**src/rtl/night_cycle_ctrl.sv**
```systemverilog
// night_cycle_ctrl
//
// Day/night cycle sequencer for the game palette. The cycle runs
// DAY -> TO_NIGHT -> NIGHT -> TO_DAY -> DAY. During each transition isnight
// blinks so the palette flickers between the two looks before it settles.
// Time advances only on counted ticks, which are frame_tick pulses that
// arrive while run is high. Every output is registered, so it changes on the
// clock edge that ends the counted-tick cycle.
//
// Parameters
//   DAY_FRAMES    counted ticks spent in DAY
//   NIGHT_FRAMES  counted ticks spent in NIGHT
//   BLINK_PERIOD  counted ticks between isnight toggles during a transition
//   BLINK_TOGGLES toggles per transition (even, >= 2)
//
// Ports
//   Clk           in   system clock, rising edge
//   Reset_n       in   asynchronous active-low reset
//   frame_tick    in   one-cycle pulse per video frame
//   run           in   game running; gates frame counting
//   restart       in   synchronous pulse; returns the cycle to a fresh DAY
//   isnight       out  palette day/night select
//   phase         out  00 DAY, 01 TO_NIGHT, 10 NIGHT, 11 TO_DAY
//   in_transition out  high while phase is TO_NIGHT or TO_DAY
//   night_count   out  completed nights, saturating at 255

module night_cycle_ctrl #(
    parameter int DAY_FRAMES    = 1800,
    parameter int NIGHT_FRAMES  = 600,
    parameter int BLINK_PERIOD  = 4,
    parameter int BLINK_TOGGLES = 6
) (
    input  logic       Clk,
    input  logic       Reset_n,
    input  logic       frame_tick,
    input  logic       run,
    input  logic       restart,
    output logic       isnight,
    output logic [1:0] phase,
    output logic       in_transition,
    output logic [7:0] night_count
);

    // Parameter sanity: a zero length phase or an odd toggle count would
    // leave the palette in the wrong look at the end of a transition.
    if (DAY_FRAMES < 1 || NIGHT_FRAMES < 1 || BLINK_PERIOD < 1 ||
        BLINK_TOGGLES < 2 || (BLINK_TOGGLES % 2) != 0) begin : g_bad_params
        $error("night_cycle_ctrl: illegal parameter set");
    end

    // The frame counter covers the longer of DAY/NIGHT so it never wraps
    // inside a phase; it only ever reaches LENGTH-1 before being cleared.
    localparam int FRAME_MAX = (DAY_FRAMES > NIGHT_FRAMES) ? DAY_FRAMES : NIGHT_FRAMES;
    localparam int FW        = (FRAME_MAX > 1) ? $clog2(FRAME_MAX) : 1;
    localparam int BW        = (BLINK_PERIOD > 1) ? $clog2(BLINK_PERIOD) : 1;
    localparam int TW        = $clog2(BLINK_TOGGLES);

    localparam logic [FW-1:0] DAY_LAST    = FW'(DAY_FRAMES - 1);
    localparam logic [FW-1:0] NIGHT_LAST  = FW'(NIGHT_FRAMES - 1);
    localparam logic [BW-1:0] BLINK_LAST  = BW'(BLINK_PERIOD - 1);
    localparam logic [TW-1:0] TOGGLE_LAST = TW'(BLINK_TOGGLES - 1);

    typedef enum logic [1:0] {
        PH_DAY      = 2'b00,
        PH_TO_NIGHT = 2'b01,
        PH_NIGHT    = 2'b10,
        PH_TO_DAY   = 2'b11
    } phase_t;

    phase_t          phase_reg,       phase_next;
    logic            isnight_reg,     isnight_next;
    logic [7:0]      night_count_reg, night_count_next;
    logic [FW-1:0]   frame_cnt_reg,   frame_cnt_next;
    logic [BW-1:0]   blink_cnt_reg,   blink_cnt_next;
    logic [TW-1:0]   toggle_cnt_reg,  toggle_cnt_next;

    logic counted_tick;
    assign counted_tick = frame_tick & run;

    always_ff @(posedge Clk or negedge Reset_n) begin
        if (!Reset_n) begin
            phase_reg       <= PH_DAY;
            isnight_reg     <= 1'b0;
            night_count_reg <= 8'd0;
            frame_cnt_reg   <= '0;
            blink_cnt_reg   <= '0;
            toggle_cnt_reg  <= '0;
        end else begin
            phase_reg       <= phase_next;
            isnight_reg     <= isnight_next;
            night_count_reg <= night_count_next;
            frame_cnt_reg   <= frame_cnt_next;
            blink_cnt_reg   <= blink_cnt_next;
            toggle_cnt_reg  <= toggle_cnt_next;
        end
    end

    always_comb begin
        phase_next       = phase_reg;
        isnight_next     = isnight_reg;
        night_count_next = night_count_reg;
        frame_cnt_next   = frame_cnt_reg;
        blink_cnt_next   = blink_cnt_reg;
        toggle_cnt_next  = toggle_cnt_reg;

        if (restart) begin
            // Restart wins over a coincident tick and ignores run.
            phase_next       = PH_DAY;
            isnight_next     = 1'b0;
            night_count_next = 8'd0;
            frame_cnt_next   = '0;
            blink_cnt_next   = '0;
            toggle_cnt_next  = '0;
        end else if (counted_tick) begin
            case (phase_reg)
                PH_DAY: begin
                    if (frame_cnt_reg == DAY_LAST) begin
                        phase_next      = PH_TO_NIGHT;
                        isnight_next    = 1'b1;
                        frame_cnt_next  = '0;
                        blink_cnt_next  = '0;
                        toggle_cnt_next = '0;
                    end else begin
                        frame_cnt_next = frame_cnt_reg + FW'(1);
                    end
                end
                PH_NIGHT: begin
                    if (frame_cnt_reg == NIGHT_LAST) begin
                        phase_next      = PH_TO_DAY;
                        isnight_next    = 1'b0;
                        frame_cnt_next  = '0;
                        blink_cnt_next  = '0;
                        toggle_cnt_next = '0;
                    end else begin
                        frame_cnt_next = frame_cnt_reg + FW'(1);
                    end
                end
                default: begin
                    // Both transitions share the blink logic. The toggle
                    // count is even, so the final toggle lands isnight back
                    // on its starting value, which is the destination look.
                    if (blink_cnt_reg == BLINK_LAST) begin
                        blink_cnt_next = '0;
                        isnight_next   = ~isnight_reg;
                        if (toggle_cnt_reg == TOGGLE_LAST) begin
                            toggle_cnt_next = '0;
                            frame_cnt_next  = '0;
                            if (phase_reg == PH_TO_NIGHT) begin
                                phase_next   = PH_NIGHT;
                                isnight_next = 1'b1;
                                if (night_count_reg != 8'hFF) begin
                                    night_count_next = night_count_reg + 8'd1;
                                end
                            end else begin
                                phase_next   = PH_DAY;
                                isnight_next = 1'b0;
                            end
                        end else begin
                            toggle_cnt_next = toggle_cnt_reg + TW'(1);
                        end
                    end else begin
                        blink_cnt_next = blink_cnt_reg + BW'(1);
                    end
                end
            endcase
        end
    end

    assign isnight       = isnight_reg;
    assign phase         = phase_reg;
    // TO_NIGHT (01) and TO_DAY (11) are exactly the encodings with bit 0 set.
    assign in_transition = phase_reg[0];
    assign night_count   = night_count_reg;

endmodule

```
**config.mk**
```make
export PLATFORM = sky130hd
export DESIGN_NAME = night_cycle_ctrl
export DESIGN_NICKNAME = d
export VERILOG_FILES = /design/src/rtl/night_cycle_ctrl.sv
export SDC_FILE = /design/constraint.sdc
export NUM_CORES = 1
export LEC_CHECK = 0
export ABC_AREA = 1
export CAP_MARGIN = 20
export CORE_MARGIN = 5
export CORE_UTILIZATION = 35
export DETAILED_ROUTE_END_ITERATION = 8
export SLEW_MARGIN = 15
export SYNTH_ARGS = -nofsm -noshare
export SYNTH_HDL_FRONTEND = slang
export SYNTH_SLANG_ARGS = --single-unit
```
**constraint.sdc**
```tcl
create_clock -name Clk -period 2.04 [get_ports Clk]
set_input_delay 0.306 -clock Clk [delete_from_list [all_inputs] [get_ports Clk]]
set_output_delay 0.306 -clock Clk [all_outputs]
set_load 0.01 [all_outputs]
```
* Yosys cells after proc, flatten, opt, wreduce, memory -nomap -nowiden
Cells that the tools add are included.
W data, S select, Z words.
** Word-level totals
- Logic and storage cells :: 79
- Flip-flop bits (word level) :: 27
- Bits of input ports :: 5
- Output and inout bits :: 12
** Operators by class
- Equal/unequal tests :: 10
- Muxes and demuxes :: 43
- $add $sub $neg :: 4
- Bitwise logic cells :: 2
- Reductions and logical operators :: 14
** Operator list (number)
- $mux W11 :: 6
- $mux W8 :: 7
- $mux W2 :: 12
- $pmux W11 S2 :: 1
- $mux W3 :: 6
- $add A11 B1 Y11 const B :: 1
- $eq A11 B10 Y1 const B :: 1
- $eq A11 B11 Y1 const B :: 1
- $reduce_bool A2 Y1 :: 5
- $add A8 B1 Y8 const B :: 1
- $ne A8 B8 Y1 const B :: 1
- $pmux W2 S2 :: 2
- $reduce_bool A4 Y1 :: 2
- $mux W1 :: 7
- $ne A3 B3 Y1 const B :: 2
- $pmux W3 S2 :: 1
- $reduce_and A3 Y1 :: 2
- $reduce_and A6 Y1 :: 1
- $reduce_and A5 Y1 :: 1
- $eq A2 B2 Y1 const B :: 2
- $reduce_and A4 Y1 :: 1
- $add A3 B1 Y3 const B :: 1
- $eq A3 B3 Y1 const B :: 1
- $add A2 B1 Y2 const B :: 1
- 7 further kinds :: 7

* Logic depth before layout (Yosys ltp)
- Depth in word-level cells :: 8
- Mapped depth :: 12
- Mapped depth without buffers :: 12

* Worst setup path before layout
Ideal clock, no wire load.
- Path type :: register to register
- From :: register phase_reg[0], in the netlist phase[0]
- To :: register frame_cnt_reg[3]
- Period minus slack after synthesis :: 1.608 ns
- Slack :: 0.432 ns
- Cell stages (with the launch flop) :: 12
- Arrival :: 1.489 ns
- Data required time :: 1.922 ns
- Buffers on the path :: 0
- Cells stage by stage :: dfrtp_1 -> inv_1 -> ha_1 -> inv_1 -> nand2_1 -> nor2_4 -> nand2_2 -> nand2_4 -> inv_8 -> nand2_1 -> xor2_1 -> nor2_1
** On the way
- Cells in the longest elaborated chain, start to end :: 4
- Elaborated cells on any way between the ends :: 8
- Classes of those cells :: eq/ne: 1; mux: 3; reduce/logical: 4
** Ends and longest elaborated chain
- start, declared :: RTL line 70 : phase_t phase_reg, phase_next;
- start signal, assigned :: RTL line 89 : phase_reg <= phase_next;
- $eq A2 B2 Y1 / $logic_not A2 Y1 (equally long branches) :: RTL line 115 : case (phase_reg)
- $pmux W11 S2 :: RTL line 115
- $mux W11 :: RTL line 114 : end else if (counted_tick) begin
- $mux W11 :: RTL line 106 : if (restart) begin
- end signal, assigned :: RTL line 92 : frame_cnt_reg <= frame_cnt_next;
- end, declared :: RTL line 73 : logic [FW-1:0] frame_cnt_reg, frame_cnt_next;
Parallel ways exist; a longest one is shown, timed or not. The select of a mux whose other input is x is not followed.
A chain may end at the register's enable or synchronous reset.

* Worst setup path after layout
- From :: register phase_reg[0], in the netlist phase[0]
- To :: register frame_cnt_reg[1]
The elaborated chain is that of the path after synthesis.

==> flow_metrics.env <==
export IMPL_slowest_stage="dfrtp_1"
export IMPL_ys_seq_area_frac=0.3910
export IMPL_cts_buffers_inserted=3
export IMPL_via_count=1416
export IMPL_cts_clk_slew_worst_paths_ns=0.10
export IMPL_power_w=0.001655
export IMPL_hold_violations=0
export IMPL_synth_top_area_share=0.3910
export IMPL_drc_errors=0
export IMPL_criticalPathCategory="flop to flop"
export IMPL_grt_pass1_wl_um=6313
export IMPL_syn_area_um2=1728
export IMPL_largest_reg_flops=11
export IMPL_dr_pass1_iters=4
export IMPL_crit_end="frame_cnt_reg[1]$_DFFE_PN0P_"
export IMPL_syn_to_final_growth_pct=17.16
export IMPL_finalSetupTns_ns=0
export IMPL_slowest_delay_ns=0.47
export IMPL_die_h_um=80.26
export IMPL_timing_rr_start="phase[0]$_DFFE_PN0P_"
export IMPL_ys_warn_count=0
export IMPL_p_leak_nw=0.9244
export IMPL_rsz0062_at_grt="no"
export IMPL_diodes=0
export IMPL_finalWirelength_um=3579
export IMPL_drtIter0Drc=43
export IMPL_crit_fanout=8
export IMPL_syn_num_nets=237
export IMPL_cts_root_buf="clkbuf_8"
export IMPL_antenna_found_initial=0
export IMPL_synthTopCellsByCount="nand2_1 (67), dfrtp_1 (27), nor2_1 (27), inv_1 (20), nand3_1 (15)"
export IMPL_period_share=0.8769
export IMPL_synth_distinct_cells=34
export IMPL_finalClockSkew_ns=0.007248
export IMPL_insertion_delay_ns=0.27
export IMPL_rr_worst_depth=12
export IMPL_floorplan_initialDensity=0.3634
export IMPL_grt_usage=0.1237
export IMPL_portBuffers=16
export IMPL_crit_required_ns=2.21
export IMPL_synth_area_leaders="dfrtp_1 (39%), nand2_1 (15%), nor2_1 (5.9%)"
export IMPL_startpoint_type="flop"
export IMPL_power_density_nw_per_um2=817.5
export IMPL_finish_utilization=0.4258
export IMPL_fin_nets=258
export IMPL_routabilityCongestion=0.8034
export IMPL_endpoint_kind="flop"
export IMPL_grt_pass1_vias=1346
export IMPL_dp_cells=309
export IMPL_synth_top_flop_cell="dfrtp_1"
export IMPL_top_layer="met4"
export IMPL_synth_edf_count=0
export IMPL_synth_async_reset_ratio=1.000
export IMPL_postRouteAntennaNets=0
export IMPL_ios=17
export IMPL_die_area_um2=6442
export IMPL_reg2reg_to="frame_cnt_reg[1]$_DFFE_PN0P_"
export IMPL_wl_met3_um=118
export IMPL_via_per_inst=4.524
export IMPL_cts_buffer_depth=2
export IMPL_drive_gt1_frac=0.1382
export IMPL_max_freq_mhz=559.0
export IMPL_grt_max_degree=28
export IMPL_rrSetupSlack_ns=0.25
export IMPL_cts_sinks=27
export IMPL_worstMarginPinSlew_ns=0.3611
export IMPL_setup_viol=0
export IMPL_syn_instance_count=226
export IMPL_drv_cap=0
export IMPL_m1WireLength_um=1785
export IMPL_cts_resized=0
export IMPL_fin_crit_ns=1.789
export IMPL_crit_chain="inv_1 -> ha_1 -> inv_1 -> nand2_1 -> nor2_4 -> nand2_2 -> nand2_4 -> inv_8 -> nand3_1 -> inv_1 -> nand2_1 -> nand2_1"
export IMPL_drv_slew=0
export IMPL_dr_wl_met2_um=1621
export IMPL_finalNonFillerCells=313
export IMPL_hp_class="input port to asynchronous set/reset pin"
export IMPL_critPathArrivalTime_ns=1.96
export IMPL_placementRows=25
export IMPL_postCtsSetupRepairBufs=0
export IMPL_post_dp_hpwl_um=2779
export IMPL_die_x_um=80.26
export IMPL_syn_avg_cell_area_um2=7.646
export IMPL_cts_htree_levels=1
export IMPL_yosysTopAreaCell="dfrtp_1"
export IMPL_ys_ff_latch=27
export IMPL_grt_ovfl_total=0
export IMPL_status="completed"
export IMPL_max_slew_margin=0.7593
export IMPL_fillers=487
export IMPL_peakVddDrop_v=0.0002611
export IMPL_cts_hold_buf=0
export IMPL_cts_tree="done"
export IMPL_core_um2=4755
export IMPL_yosysMostFrequentCell="nand2_1"
export IMPL_holdWs_ns=0.3971
export IMPL_wl_per_cell_um=11.43
export IMPL_critPathLaunch="phase[0]$_DFFE_PN0P_"
cell usage in the layout (no fill, tap or decap), types with 4 or more instances in the layout:
cell	synthesis	final
a21oi_1	5	5
nand3_1	15	15
o21ai_1	10	10
nand2_4	7	7
clkdlybuf4s50_1	0	16
ha_1	6	6
nor3_1	4	4
dfrtp_1	27	27
inv_1	20	20
nand4_1	5	5
nand2_1	67	67
nor2_1	27	27
critical path, delay by kind of cell (launching register included):
kind	cells	cell delay [ns]
fa+ha+maj	1	0.19
simple gates	7	0.70
flops	1	0.47
buf+inv	4	0.30
worst min path at each step:
stage                                              end                    startpoint  slack (ns)
after detailed placement  blink_cnt_reg[1]$_DFFE_PN0P_  blink_cnt_reg[1]$_DFFE_PN0P_        0.49
after global placement    blink_cnt_reg[1]$_DFFE_PN0P_  blink_cnt_reg[1]$_DFFE_PN0P_        0.50
after CTS                   night_count[1]$_DFFE_PN0P_                       Reset_n        0.40
after global routing        night_count[1]$_DFFE_PN0P_                       Reset_n        0.43
after floorplan           blink_cnt_reg[0]$_DFFE_PN0P_                       Reset_n        0.01
final                       night_count[1]$_DFFE_PN0P_                       Reset_n        0.40
through the flow:
stage | worst slack (ns) | cell area, um^2
floorplan | 0.4325 | 1728
global placement | 0.2728 | 1976
detailed placement | 0.2387 | 1976
CTS | 0.2185 | 2024
global route | 0.05943 | 2024
finish | 0.2511 | 2024
area by class of cell:
type	count	area, um^2	area share
Multi-Input combinational cell	171	929.6	0.4592
Inverter	25	103.9	0.05130
Sequential cell	27	675.6	0.3337
Timing Repair Buffer	19	182.7	0.09023
Clock inverter	1	7.507	0.003708
Tap cell	67	83.83	0.04141
Clock buffer	3	41.29	0.02040
routing by layer:
layer	vias up	global-route usage
met5	-	0
li1	768	-
met1	624	0.1620
met3	6	0.02354
met2	18	0.1995
met4	0	0.04899
power breakdown:
| part | switching, W | internal, W |
|---|---|---|
| Combinational | 0.000373 | 0.000257 |
| Clock | 0.000169 | 0.000139 |
| Sequential | 0.0000994 | 0.000617 |
logic make-up (layout without fill, tap and decap cells):
group,Yosys count,count (layout),synth area share
and+or+nand+nor,140,140,0.4048
buffers and inverters,28,48,0.07096
DFF,27,27,0.3910
AOI/OAI and AO/OA,22,22,0.07459
adders and majority gates,6,6,0.04345
xor gates and xnor gates,3,3,0.01521
No activity file was read; power rests on OpenSTA's default activity.
